$ cat src/rtl/rvga_types.sv
// rvga_types: shared widths, line/word types and bridge FSM states
package rvga_types;
   localparam int unsigned RVGA_LINE_BITS        = 256;
   localparam int unsigned RVGA_WORD_BITS        = 32;
   localparam int unsigned RVGA_BEATS            = RVGA_LINE_BITS / RVGA_WORD_BITS;
   localparam int unsigned RVGA_LINE_OFFSET_BITS = $clog2(RVGA_LINE_BITS / 8);
   typedef logic [RVGA_LINE_BITS-1:0] rvga_cacheline;
   typedef logic [RVGA_WORD_BITS-1:0] rvga_word;
   typedef enum logic [2:0] {IDLE, CMD_R, CMD_W, RDATA, WDATA, RESP} rvga_bridge_state_e;
endpackage

$ cat src/rtl/l1cache_mem_beat_buffer.sv
// l1cache_mem_beat_buffer: line register plus beat counter, word select for writes and word insert for reads
module l1cache_mem_beat_buffer
   import rvga_types::*;
#(
   parameter int unsigned line_bits = RVGA_LINE_BITS,
   parameter int unsigned word_bits = RVGA_WORD_BITS,
   localparam int unsigned beats    = line_bits / word_bits,
   localparam int unsigned cnt_bits = $clog2(beats)
) (
   input  logic                 clk,
   input  logic                 rst,
   input  logic                 clr_i,
   input  logic                 adv_i,
   input  logic                 load_i,
   input  logic [word_bits-1:0] word_i,
   input  logic [line_bits-1:0] wline_i,
   output logic [cnt_bits-1:0]  cnt_o,
   output logic [word_bits-1:0] word_o,
   output logic [line_bits-1:0] line_o
);
   logic [cnt_bits-1:0]  cnt_q, cnt_d;
   logic [line_bits-1:0] line_q, line_d;
   logic [31:0]          base;
   assign base   = 32'(cnt_q) * word_bits;
   assign word_o = wline_i[base +: word_bits];
   assign cnt_o  = cnt_q;
   assign line_o = line_q;
   // counter restarts per burst and wraps naturally; loaded beats land at the current word slot
   always_comb begin
      cnt_d  = clr_i ? '0 : (adv_i ? cnt_q + cnt_bits'(1) : cnt_q);
      line_d = line_q;
      if (load_i) line_d[base +: word_bits] = word_i;
   end
   // counter and line register
   always_ff @(posedge clk or negedge rst) begin
      if (!rst) begin
         cnt_q  <= '0;
         line_q <= '0;
      end else begin
         cnt_q  <= cnt_d;
         line_q <= line_d;
      end
   end
endmodule

$ cat src/rtl/l1cache_mem_bridge.sv
// l1cache_mem_bridge: turns L1 line fill/writeback requests into word-wide memory bursts
module l1cache_mem_bridge
   import rvga_types::*;
#(
   parameter int unsigned line_bits = RVGA_LINE_BITS,
   parameter int unsigned word_bits = RVGA_WORD_BITS
) (
   input  logic                 clk,
   input  logic                 rst,
   input  logic [31:0]          l1cache_ddr_addr,
   input  logic                 l1cache_ddr_read,
   input  logic                 l1cache_ddr_write,
   input  logic [line_bits-1:0] l1cache_ddr_wdata,
   output logic [line_bits-1:0] ddr_l1cache_rdata,
   output logic                 ddr_l1cache_resp,
   output logic                 mem_cmd_valid,
   input  logic                 mem_cmd_ready,
   output logic                 mem_cmd_write,
   output logic [31:0]          mem_cmd_addr,
   output logic [word_bits-1:0] mem_wdata,
   output logic                 mem_wdata_valid,
   input  logic                 mem_wdata_ready,
   input  logic [word_bits-1:0] mem_rdata,
   input  logic                 mem_rdata_valid
);
   localparam int unsigned beats     = line_bits / word_bits;
   localparam int unsigned cnt_bits  = $clog2(beats);
   localparam logic [31:0] addr_mask = ~(32'(line_bits / 8) - 32'd1);
   rvga_bridge_state_e   state_q, state_d;
   logic [31:0]          addr_q, addr_d;
   logic                 skip_q, skip_d;
   logic                 clr, adv, load, last;
   logic [cnt_bits-1:0]  cnt;
   logic [word_bits-1:0] word;
   assign last = cnt == cnt_bits'(beats - 1);
   l1cache_mem_beat_buffer #(.line_bits(line_bits), .word_bits(word_bits)) u_buf (
      .clk    (clk),
      .rst    (rst),
      .clr_i  (clr),
      .adv_i  (adv),
      .load_i (load),
      .word_i (mem_rdata),
      .wline_i(l1cache_ddr_wdata),
      .cnt_o  (cnt),
      .word_o (word),
      .line_o (ddr_l1cache_rdata)
   );
   // next state, buffer controls and bus outputs; skip blocks resampling the request right after resp
   always_comb begin
      state_d          = state_q;
      addr_d           = addr_q;
      skip_d           = 1'b0;
      clr              = 1'b0;
      adv              = 1'b0;
      load             = 1'b0;
      ddr_l1cache_resp = 1'b0;
      mem_cmd_valid    = 1'b0;
      mem_cmd_write    = 1'b0;
      mem_cmd_addr     = '0;
      mem_wdata        = '0;
      mem_wdata_valid  = 1'b0;
      case (state_q)
         IDLE: begin
            if (!skip_q && (l1cache_ddr_write || l1cache_ddr_read)) begin
               addr_d  = l1cache_ddr_addr & addr_mask;
               state_d = l1cache_ddr_write ? CMD_W : CMD_R;
            end
         end
         CMD_R, CMD_W: begin
            mem_cmd_valid = 1'b1;
            mem_cmd_write = state_q == CMD_W;
            mem_cmd_addr  = addr_q;
            clr           = mem_cmd_ready;
            if (mem_cmd_ready) state_d = state_q == CMD_W ? WDATA : RDATA;
         end
         RDATA: begin
            load = mem_rdata_valid;
            adv  = mem_rdata_valid;
            if (mem_rdata_valid && last) state_d = RESP;
         end
         WDATA: begin
            mem_wdata_valid = 1'b1;
            mem_wdata       = word;
            adv             = mem_wdata_ready;
            if (mem_wdata_ready && last) state_d = RESP;
         end
         RESP: begin
            ddr_l1cache_resp = 1'b1;
            skip_d           = 1'b1;
            state_d          = IDLE;
         end
         default: state_d = IDLE;
      endcase
   end
   // state, latched line address and post-resp skip flag
   always_ff @(posedge clk or negedge rst) begin
      if (!rst) begin
         state_q <= IDLE;
         addr_q  <= '0;
         skip_q  <= 1'b0;
      end else begin
         state_q <= state_d;
         addr_q  <= addr_d;
         skip_q  <= skip_d;
      end
   end
endmodule

$ cat config.mk
export PLATFORM = sky130hd
export DESIGN_NAME = l1cache_mem_bridge
export DESIGN_NICKNAME = d
export VERILOG_FILES = /design/src/rtl/rvga_types.sv /design/src/rtl/l1cache_mem_beat_buffer.sv /design/src/rtl/l1cache_mem_bridge.sv
export SDC_FILE = /design/constraint.sdc
export NUM_CORES = 1
export LEC_CHECK = 0
export CORE_AREA = 3 3 251 253
export CTS_BUF_LIST = sky130_fd_sc_hd__clkbuf_2 sky130_fd_sc_hd__clkbuf_4 sky130_fd_sc_hd__clkbuf_8
export DETAILED_ROUTE_END_ITERATION = 10
export DIE_AREA = 0 0 254 256
export MAX_ROUTING_LAYER = met4
export PLACE_DENSITY = 0.5
export SYNTH_ARGS = -nofsm -noshare
export SYNTH_HDL_FRONTEND = slang
export SYNTH_HIERARCHICAL = 1
export SYNTH_SLANG_ARGS = --single-unit
$ cat constraint.sdc
create_clock -name clk -period 3.4 [get_ports clk]
set_input_delay 0.68 -clock clk [delete_from_list [all_inputs] [get_ports clk]]
set_output_delay 0.68 -clock clk [all_outputs]
set_load 0.05 [all_outputs]
==> metrics.md <==
| Metric | Value |
|---|---|
| # placed instances | 2,594 |
| Die X-Extent | 254 µm |
| RSZ-0062 raised after global routing | no |
| CP endpoint kind | output pin |
| CTS root buf | clkbuf_8 |
| Rows | 91 |
| GRT busiest layer | met2 |
| WS Path Type | register to output pin |
| Post-CTS Setup Inserts | 0 |
| Antenna viol nets, final | 0 |
| Maxcap violations | 0 |
| Final core occ | 39.0% |
| Initial Util | roughly 24% |
| Min cycle time layout | 3.20 ns |
| Int Power | between 9 and 10 mW |
| Clk_lat worst skew | 0.63 ns |
| WL final | 72,500 µm |
| Pre-antenna DRT Iters | 5 |
| Smallest hold slack | 0.122 ns |
| Synth cell count leaders | 290 x dfrtp_1, 170 x mux2_2, 167 x nand2_1, 81 x and2_1, 74 x inv_1 |
| Clock transition at path regs | around 0.060 ns |
| H-tree depth | 2 |
| Async set-reset flop share out of synthesis | 100% |
| Synth-to-layout area growth | 60.8% |
| Top-count cell post-synth | dfrtp_1 |
| Vias after detailed routing | 12,300 |
| Hold crit path type | input pin to asynchronous set/reset pin |
| Worst-path maximum fanout | 19 |
| Final hold vios | 0 |
| Slew Limit Fails | 0 |
| Final non-filler cell total | 2,705 |
| Wire per inst | 26.8 µm |
| # clock sinks | 290 |
| PnR worst setup slack | 0.197 ns |
| Avg Vias per Cell | 4.56 |
| Largest net degree at the start of global routing | 98 |
| CP Launch Type | register |
| Sequential-to-total area share from yosys stat | about half |
| Core Area | 0.0613 mm² |
| Synth top area cells | dfrtp_1 49%, mux2_2 13%, mux4_2 9.7% |
| Clock share of power | approximately 23% |
| DPL Wire Length | approximately 55,000 µm |
| CTS tree | yes |
| Mean post-synth cell area | 12.3 µm² |
| YS warnings | 6 |
| Full die area | 0.0650 mm² |
| Vias in the first global route | 13,400 |
| Number of flops mapped to enable cells by yosys | 0 |
| Top_reg_cell synth | dfrtp_1 |
| IO Pins | between 600 and 700 |
| Seq cells post-synth | 290 |
| Placer Congestion | just under 0.9 |
| Synth top area share | 48.9% |
| Fmax | 312 MHz |
| Initial antenna violation count | 22 |
| Final setup violating endpoints | 0 |
| Sequential share of power | 27.1% |
| Critical path arrival | roughly 2.5 ns |
| Port Buffers | 640 |
| Synth unique cells | 45 |
| Hold_buf cts | 0 |
| DRC violations left | 0 |
| Logic pwr share | 50.3% |
| GRT met2 Usage | between 30% and 40% |
| Switching fraction of total power | 43.2% |
| Power Density | between 600 and 700 mW/mm² |
| GRT Total Usage | approximately 22% |
| CTS Buf Count | 55 |
| Pre-CTS setup slack | 0.455 ns |
| Max_slew headroom | between 20 and 30% |
| Global routing usage on met3 | 7.11% |
| M1 GR Usage | 23.2% |
| First-pass GRT wire length | approximately 100,000 µm |
| Tcrit/Tclk final | 94.2% |
| Worst Tran Pin Value | 1.11 ns |
| Area leader, netlist | dfrtp_1 |
| Grt total ovfl | 0 |
| Worst Path Required | about 2.7 ns |
| Die H | 256 µm |
| Post-Syn Instances | ~1,200 |
| Status | complete, no violations |
| Share of cells above drive strength 1 | around 25% |
| Clock Path Buffers | 3 |
| Post-Syn Area | approximately 0.015 mm² |
| Setup TNS | 0 ns |
| RR Startpoint | u_buf/cnt_o[0]$_DFFE_PN0P_ |
| Crit path from | u_buf/cnt_o[0]$_DFFE_PN0P_ |
| Clk_skew | approximately 0.030 ns |
| Leakage | roughly 11 nW |
| Max VDD drop | about 0.0005 V |
| 1st-iter DRT viols | 671 |
| R2R cell count | 7 |
| Psw | 6.97 mW |
| Nets | between 2,000 and 2,500 |
cell usage in the layout, fill, tap and decap left out, types with 4 or more instances in the layout:
cell	count
conb_1	5
clkbuf_8	68
dfrtp_1	287
mux2_4	12
clkinv_2	4
buf_4	49
inv_1	74
mux4_2	64
mux2i_1	71
and2_1	81
mux2_2	170
mux2_1	32
diode_2	13
buf_12	49
nor2_1	9
nor2b_1	35
nand2_1	167
nand2b_1	4
nor3_1	4
and3_1	65
clkbuf_4	20
clkdlybuf4s50_1	579
area by class of cell:
cell class / count / area [µm²]
tap: 790 / 988
multi-input combinational: 760 / 6900
clock buffer: 88 / 1090
timing repair buffer: 681 / 7240
clock inverter: 8 / 82.6
fill: 5931 / 37400
antenna: 13 / 32.5
sequential: 290 / 7270
inverter: 75 / 282
power by group through the flow:
stage	sequential, mW	combinational (mW)	clock, mW
final	4.38	8.13	3.64
after global routing	4.45	8.55	3.92
after CTS	4.37	8.22	3.78
after detailed placement	4.41	8.13	0
after global placement	4.39	8.12	0
after floorplan	5.58	3.59	0
per-layer routing:
metal  wire length, µm  vias up  share of wire, %
li1                  -     5475                 -
met1             26800     6301                37
met2             37800      472                52
met3              5640       92               7.8
met4              2320        0               3.2
met5                 0        -                 0
cell families (layout without fill, tap and decap cells):
group / Yosys count / count (layout) / synth area share [%]
adder cells (fa/ha/maj): 4 / 4 / 0.337
AND/OR/NAND/NOR: 392 / 392 / 13.9
buffers and inverters: 164 / 852 / 5.14
AO/OA/AOI/OAI: 7 / 7 / 0.455
flip-flops: 290 / 290 / 48.9
other: 1 / 18 / 0.0253
XOR/XNOR: 3 / 3 / 0.177
multiplexers: 349 / 349 / 31.0
worst max-delay path: stages (launching register included):
cell     delay (ns)
dfrtp_4        0.52
buf_16         0.23
mux4_2         0.58
nand2_1        0.10
nand2_1        0.11
and2_1         0.18
buf_12         0.15
worst paths after layout:
kind | endpoint | slack [ns]
max | mem_wdata[6] | 0.20
min reg2reg | addr_q[14]$_DFFE_PN0P_ | 0.48
min in group clk | addr_q[14]$_DFFE_PN0P_ | 0.48
max in group asynchronous | u_buf/line_o[135]$_DFFE_PN0P_ | 2.35
max reg2reg | u_buf/line_o[155]$_DFFE_PN0P_ | 0.41
min | u_buf/line_o[147]$_DFFE_PN0P_ | 0.12
stage by stage:
stage | area, µm² | power (mW)
3_5_place_dp | 22600 | 12.5
4_1_cts | 23800 | 16.4
3_3_place_gp | 22600 | 12.5
5_1_grt | 23900 | 16.9
2_1_floorplan | 14900 | 9.18
6_report | 23900 | 16.1
state kept, by name, indices dropped and copies added, names as in the netlist:
signal	count
u_buf/line_o	256
skip_q	1
state_q	3
u_buf/cnt_o	3
addr_q	27
repair_timing:
item / 4_1_cts / 5_1_grt
setup endpoints to repair: 19 / 2
gates resized for setup: 1 / 1
cloned: 1 / 1
(Power assumes the default switching activity.)
==> edit 1 (config.mk and constraints unchanged) <==
Make the reset (`rst`) synchronous in 2 clocked blocks.
--- a/src/rtl/l1cache_mem_beat_buffer.sv
+++ b/src/rtl/l1cache_mem_beat_buffer.sv
@@ -33,5 +33,5 @@
    end
    // counter and line register
-   always_ff @(posedge clk or negedge rst) begin
+   always_ff @(posedge clk) begin
       if (!rst) begin
          cnt_q  <= '0;
--- a/src/rtl/l1cache_mem_bridge.sv
+++ b/src/rtl/l1cache_mem_bridge.sv
@@ -94,5 +94,5 @@
    end
    // state, latched line address and post-resp skip flag
-   always_ff @(posedge clk or negedge rst) begin
+   always_ff @(posedge clk) begin
       if (!rst) begin
          state_q <= IDLE;
Behaviour: differs if rst is asserted again (counterexample within 4 cycles, from zero or initial values and one cycle with rst low); with rst held inactive, the same outputs for 4 cycles.
==> edit 1 against the original RTL <==
  * Global-route usage increased by 0.68 points
  * Area after synthesis down 2.2%
  * Non-clock buffer count rose by 11
  * Sequential cell count did not move
  * Die area did not move
  * Wire length increased by 3.1%
  * Design area fell by 4.0%
  * Highest routed layer unchanged
  * First-iteration DRC count up 28%
  * Worst setup slack improved by 0.012 ns
Power is not compared: it rests on default switching activity, and its combinational part moved more than twofold at a synthesized area within 25%.
==> edit 1: results (changes against the original RTL) <==
* Status: complete, no violations
* Worst R2R Setup Slack at 0.39 ns (-0.02 ns)
* Critical path endpoint: mem_wdata[17]
* Crit path largest cell delay at 0.52 ns (-0.06 ns)
* Pre-CTS setup slack at 0.403 ns (-0.0514 ns)
* Hold WC Path Type: reg2reg
* Crit path DAT at 2.51 ns (about the same)
* Hold Path Sink: addr_q[31]
* Largest register FFs at 256 (unchanged)
* Clk slew on worst S/H paths at 0.06 ns (about the same)
* Final GP Congestion at 1.01 (+14%)
* Max IR drop VDD at 226 uV
* Post-synthesis mux area share at 25.2% (-5.9 points)
* H-tree levels at 2 (unchanged)
* Worst Setup Slack, final at 0.209 ns (+0.0123 ns)
* Synth Area in Adders at 0.345% (+0.0077 points)
* Crit path max-delay family: buffers and inverters
* Vias per cell at 4.66 (+2.1%)
* Layout cells sized above 1 at 14.6% (-10 points)
* I/O Buffers at 640 (unchanged)
* Compound-Gate Fraction of Synth Area at 4.56% (+4.1 points)
* Hold Slack at 0.448 ns (+0.326 ns)
* Maximum fanout along the worst path at 22 (+3)
* HP Start: addr_q[31]
* Worst reg2reg path depth at 7 (unchanged)
* Hold Vio Cnt, Final at 0 (unchanged)
* CTS Buf Count at 52 (-5.5%)
* CTS Buffer Depth at 3 (unchanged)
* Critical path origin: u_buf/cnt_o[0]
* Final Skew at 0.0246 ns (-0.00518 ns)
* Synth cell count leaders: nand2_1, dfxtp_1, mux2i_1
* Largest net degree at the start of global routing at 185 (+89%)
* Yosys warning count at 6 (unchanged)
* Hold path cells at 2
* First-pass GRT wire length at 106,000 um (+4.8%)
* Final net count at 2,471 (+13%)
* Root Buffer: clkbuf_8
* Routed Antenna Nets at 0 (unchanged)
* Slowest stage cell, crit path: mux4_2
* Seq/Total Area, Yosys at 40.0% (-8.9 points)
* Slew headroom at 42.1% (+16 points)
* Post-Synth XOR/XNOR Area at 0.181% (+0.0040 points)
* Worst R2R End: u_buf/line_o[57]
* Cts repair resizes at 0 (-1)
* Starting DRT DRC Count at 856 (+28%)
* Vias in the first global route at 14,100 (+5.3%)
* DRT Wirelength at 74,700 um (+3.1%)
* LEAKAGE at 9.47 nW
* Ranking of synthesized cells by area: dfxtp_1, mux2i_1, nand2_1, mux4_2, nand3_1
* Initial antenna violation count at 10 (-55%)
* Library cells used by synthesis at 55 (+22%)
* First-pass DRT Iterations at 5 (unchanged)
* Fillers at 6,164 (+3.9%)
* HPWL after DPL at 57,500 um (+4.8%)
* FFs w/ async S/R, synth at 0% (-100 points)
* Synth Flop Type: dfxtp_1
* Crit end category: output pin
* Post-CTS Setup Bufs at 1 (+1)
* GRT Util Overall at 22.9% (+0.68 points)
-- edit 1: power breakdown --
part	internal (mW)	switching [mW]	total [mW]
clock network	1.98	1.51	3.49
logic	1.34	1.83	3.17
registers	3.52	0.0879	3.61
total	6.84	3.42	10.3
-- edit 1: layout make-up --
class,count,area share (%)
Antenna cell,13,0.142
Clock buffer,80,4.47
Clock inverter,9,0.327
Inverter,5,0.0819
Multi-Input combinational cell,1099,34.3
Sequential cell,290,25.3
Tap cell,790,4.31
Timing Repair Buffer,692,31.0
-- edit 1: metal layers --
metal	routed length, um	vias to the layer above	GRT usage (%)	share of wire [%]
li1	-	6538	-	-
met1	34600	6808	30.9	46
met2	33600	454	34.8	45
met3	5150	69	5.80	6.9
met4	1330	0	4.89	1.8
met5	0	-	-	0
-- edit 1: stage by stage --
stage / cells / cell area (um2)
final: 2978 / 22900
after global routing: 2972 / 22900
after CTS: 2965 / 22900
after detailed placement: 2875 / 21800
after global placement: 2875 / 21800
after floorplan: 1543 / 14500
==> edit 2 (config.mk and constraints unchanged) <==
Made on the original files. `RVGA_LINE_BITS`: 256 -> 128.
--- a/src/rtl/rvga_types.sv
+++ b/src/rtl/rvga_types.sv
@@ -1,5 +1,5 @@
 // rvga_types: shared widths, line/word types and bridge FSM states
 package rvga_types;
-   localparam int unsigned RVGA_LINE_BITS        = 256;
+   localparam int unsigned RVGA_LINE_BITS        = 128;
    localparam int unsigned RVGA_WORD_BITS        = 32;
    localparam int unsigned RVGA_BEATS            = RVGA_LINE_BITS / RVGA_WORD_BITS;
Ports: changed (resized ddr_l1cache_rdata and l1cache_ddr_wdata); port bits go from 651 to 395. The function was not compared with the original's and may differ.
==> edit 2 against the original RTL <==
  * Worst setup slack gained 0.021 ns
  * Wire length shrank 51%
  * Fmax grew 0.65%
  * Area after synthesis shrank 44%
  * Design area shrank 43%
  * Sequential share of layout area shrank 0.70 points
  * Worst hold slack gained 0.025 ns
  * Utilization shrank 17 points
  * Sequential cell count shrank 128
  * Total power shrank 37%
  * Critical endpoint is now mem_wdata[12]
  * Largest cell class is now buffers
  * Highest routed layer unchanged
==> edit 2: results (changes against the original RTL) <==
* Final net count at 1,200 (-45%)
* Library cells used by synthesis at 42 (-6.7%)
* Starting DRT DRC Count at 402 (-40%)
* Final Skew at 0.00997 ns (-0.0198 ns)
* H-tree levels at 4 (+2)
* Critical path endpoint: mem_wdata[12]
* Routed wire per std cell at 19.7 um (-26%)
* Pre-CTS setup slack at 0.267 ns (-0.188 ns)
* Status: complete, no violations
* Gate power share at 59.8% (+9.5 points)
* Largest net degree at the start of global routing at 79 (-19%)
* Seq pwr share at 26.1% (-1.0 points)
* HPWL after DPL at 26,700 um (-51%)
* Slew headroom at 46.2% (+20 points)
* Vias per cell at 3.87 (-15%)
* LEAKAGE at 5.39 nW (-51%)
* Worst Setup Slack, final at 0.217 ns (+0.0207 ns)
* Clk slew on worst S/H paths at 0.09 ns (+0.03 ns)
* GRT Util Overall at 11.1% (-11 points)
* Crit path DAT at 2.50 ns (-0.02 ns)
* Layout cells sized above 1 at 21.5% (-3.1 points)
* Cell Int Power at 5.53 mW (-40%)
* Worst R2R Setup Slack at 0.84 ns (+0.43 ns)
* CTS Buf Count at 17 (-69%)
* Max IR drop VDD at 370 uV (-24%)
* RR Startpoint: u_buf/cnt_o[1]
## edit 2: cell count changes in the layout (fill, tap and decap cells not counted), sizes merged, moves of 32 or more
cell           unedited run  this run
nand3                     2        35
mux2                    214        29
clkbuf                   89        18
and3                     66         1
clkdlybuf4s50           579       322
a32o                      1        95
mux4                     64        32
mux2i                    71         2
dfrtp                   290       162
inv                      76        14
o2bb2ai                   0        32
nand2                   167         4
## edit 2: layout make-up
class	count	area (um2)	area share (%)
Antenna cell	1	2.50	0.0183
Clock buffer	18	248	1.81
Clock inverter	14	135	0.990
Inverter	4	15.0	0.110
Multi-Input combinational cell	391	3820	28.0
Sequential cell	162	4060	29.7
Tap cell	790	988	7.24
Timing Repair Buffer	420	4380	32.1
## edit 2: routing by layer
| metal | vias up | track usage, % | routed length [um] |
|---|---|---|---|
| li1 | 3116 | - | - |
| met3 | 27 | 4.00 | 3420 |
| met5 | - | - | 0 |
| met4 | 0 | 3.58 | 586 |
| met1 | 3529 | 12.0 | 13700 |
| met2 | 301 | 18.7 | 17700 |
## edit 2: metrics by stage
step	hold WS [ns]	cells
after CTS	0.115	1799
final	0.147	1800
after global routing	0.174	1800
after global placement	0.471	1767
after floorplan	0.384	634
after detailed placement	0.473	1767
## edit 2: repair_timing
action / CTS / global route
endpoints found under the setup margin: 8 / 2
gates resized for setup: 6 / 2
hold buffers: 0 / 0
## edit 2: cells by family after synthesis
family,after synthesis,synth area share [%]
buf+inv,81,6.07
mux,63,13.8
xor+xnor,2,0.210
fa+ha+maj,5,0.751
flops,162,48.7
compound gates,136,17.2
other cells,1,0.0450
simple gates,181,13.2
## edit 2: critical path, stage by stage (launching register included)
cell and delay, ns:
dfrtp_4 0.69, buf_4 0.35, mux4_2 0.52, and2_1 0.19, buf_4 0.20
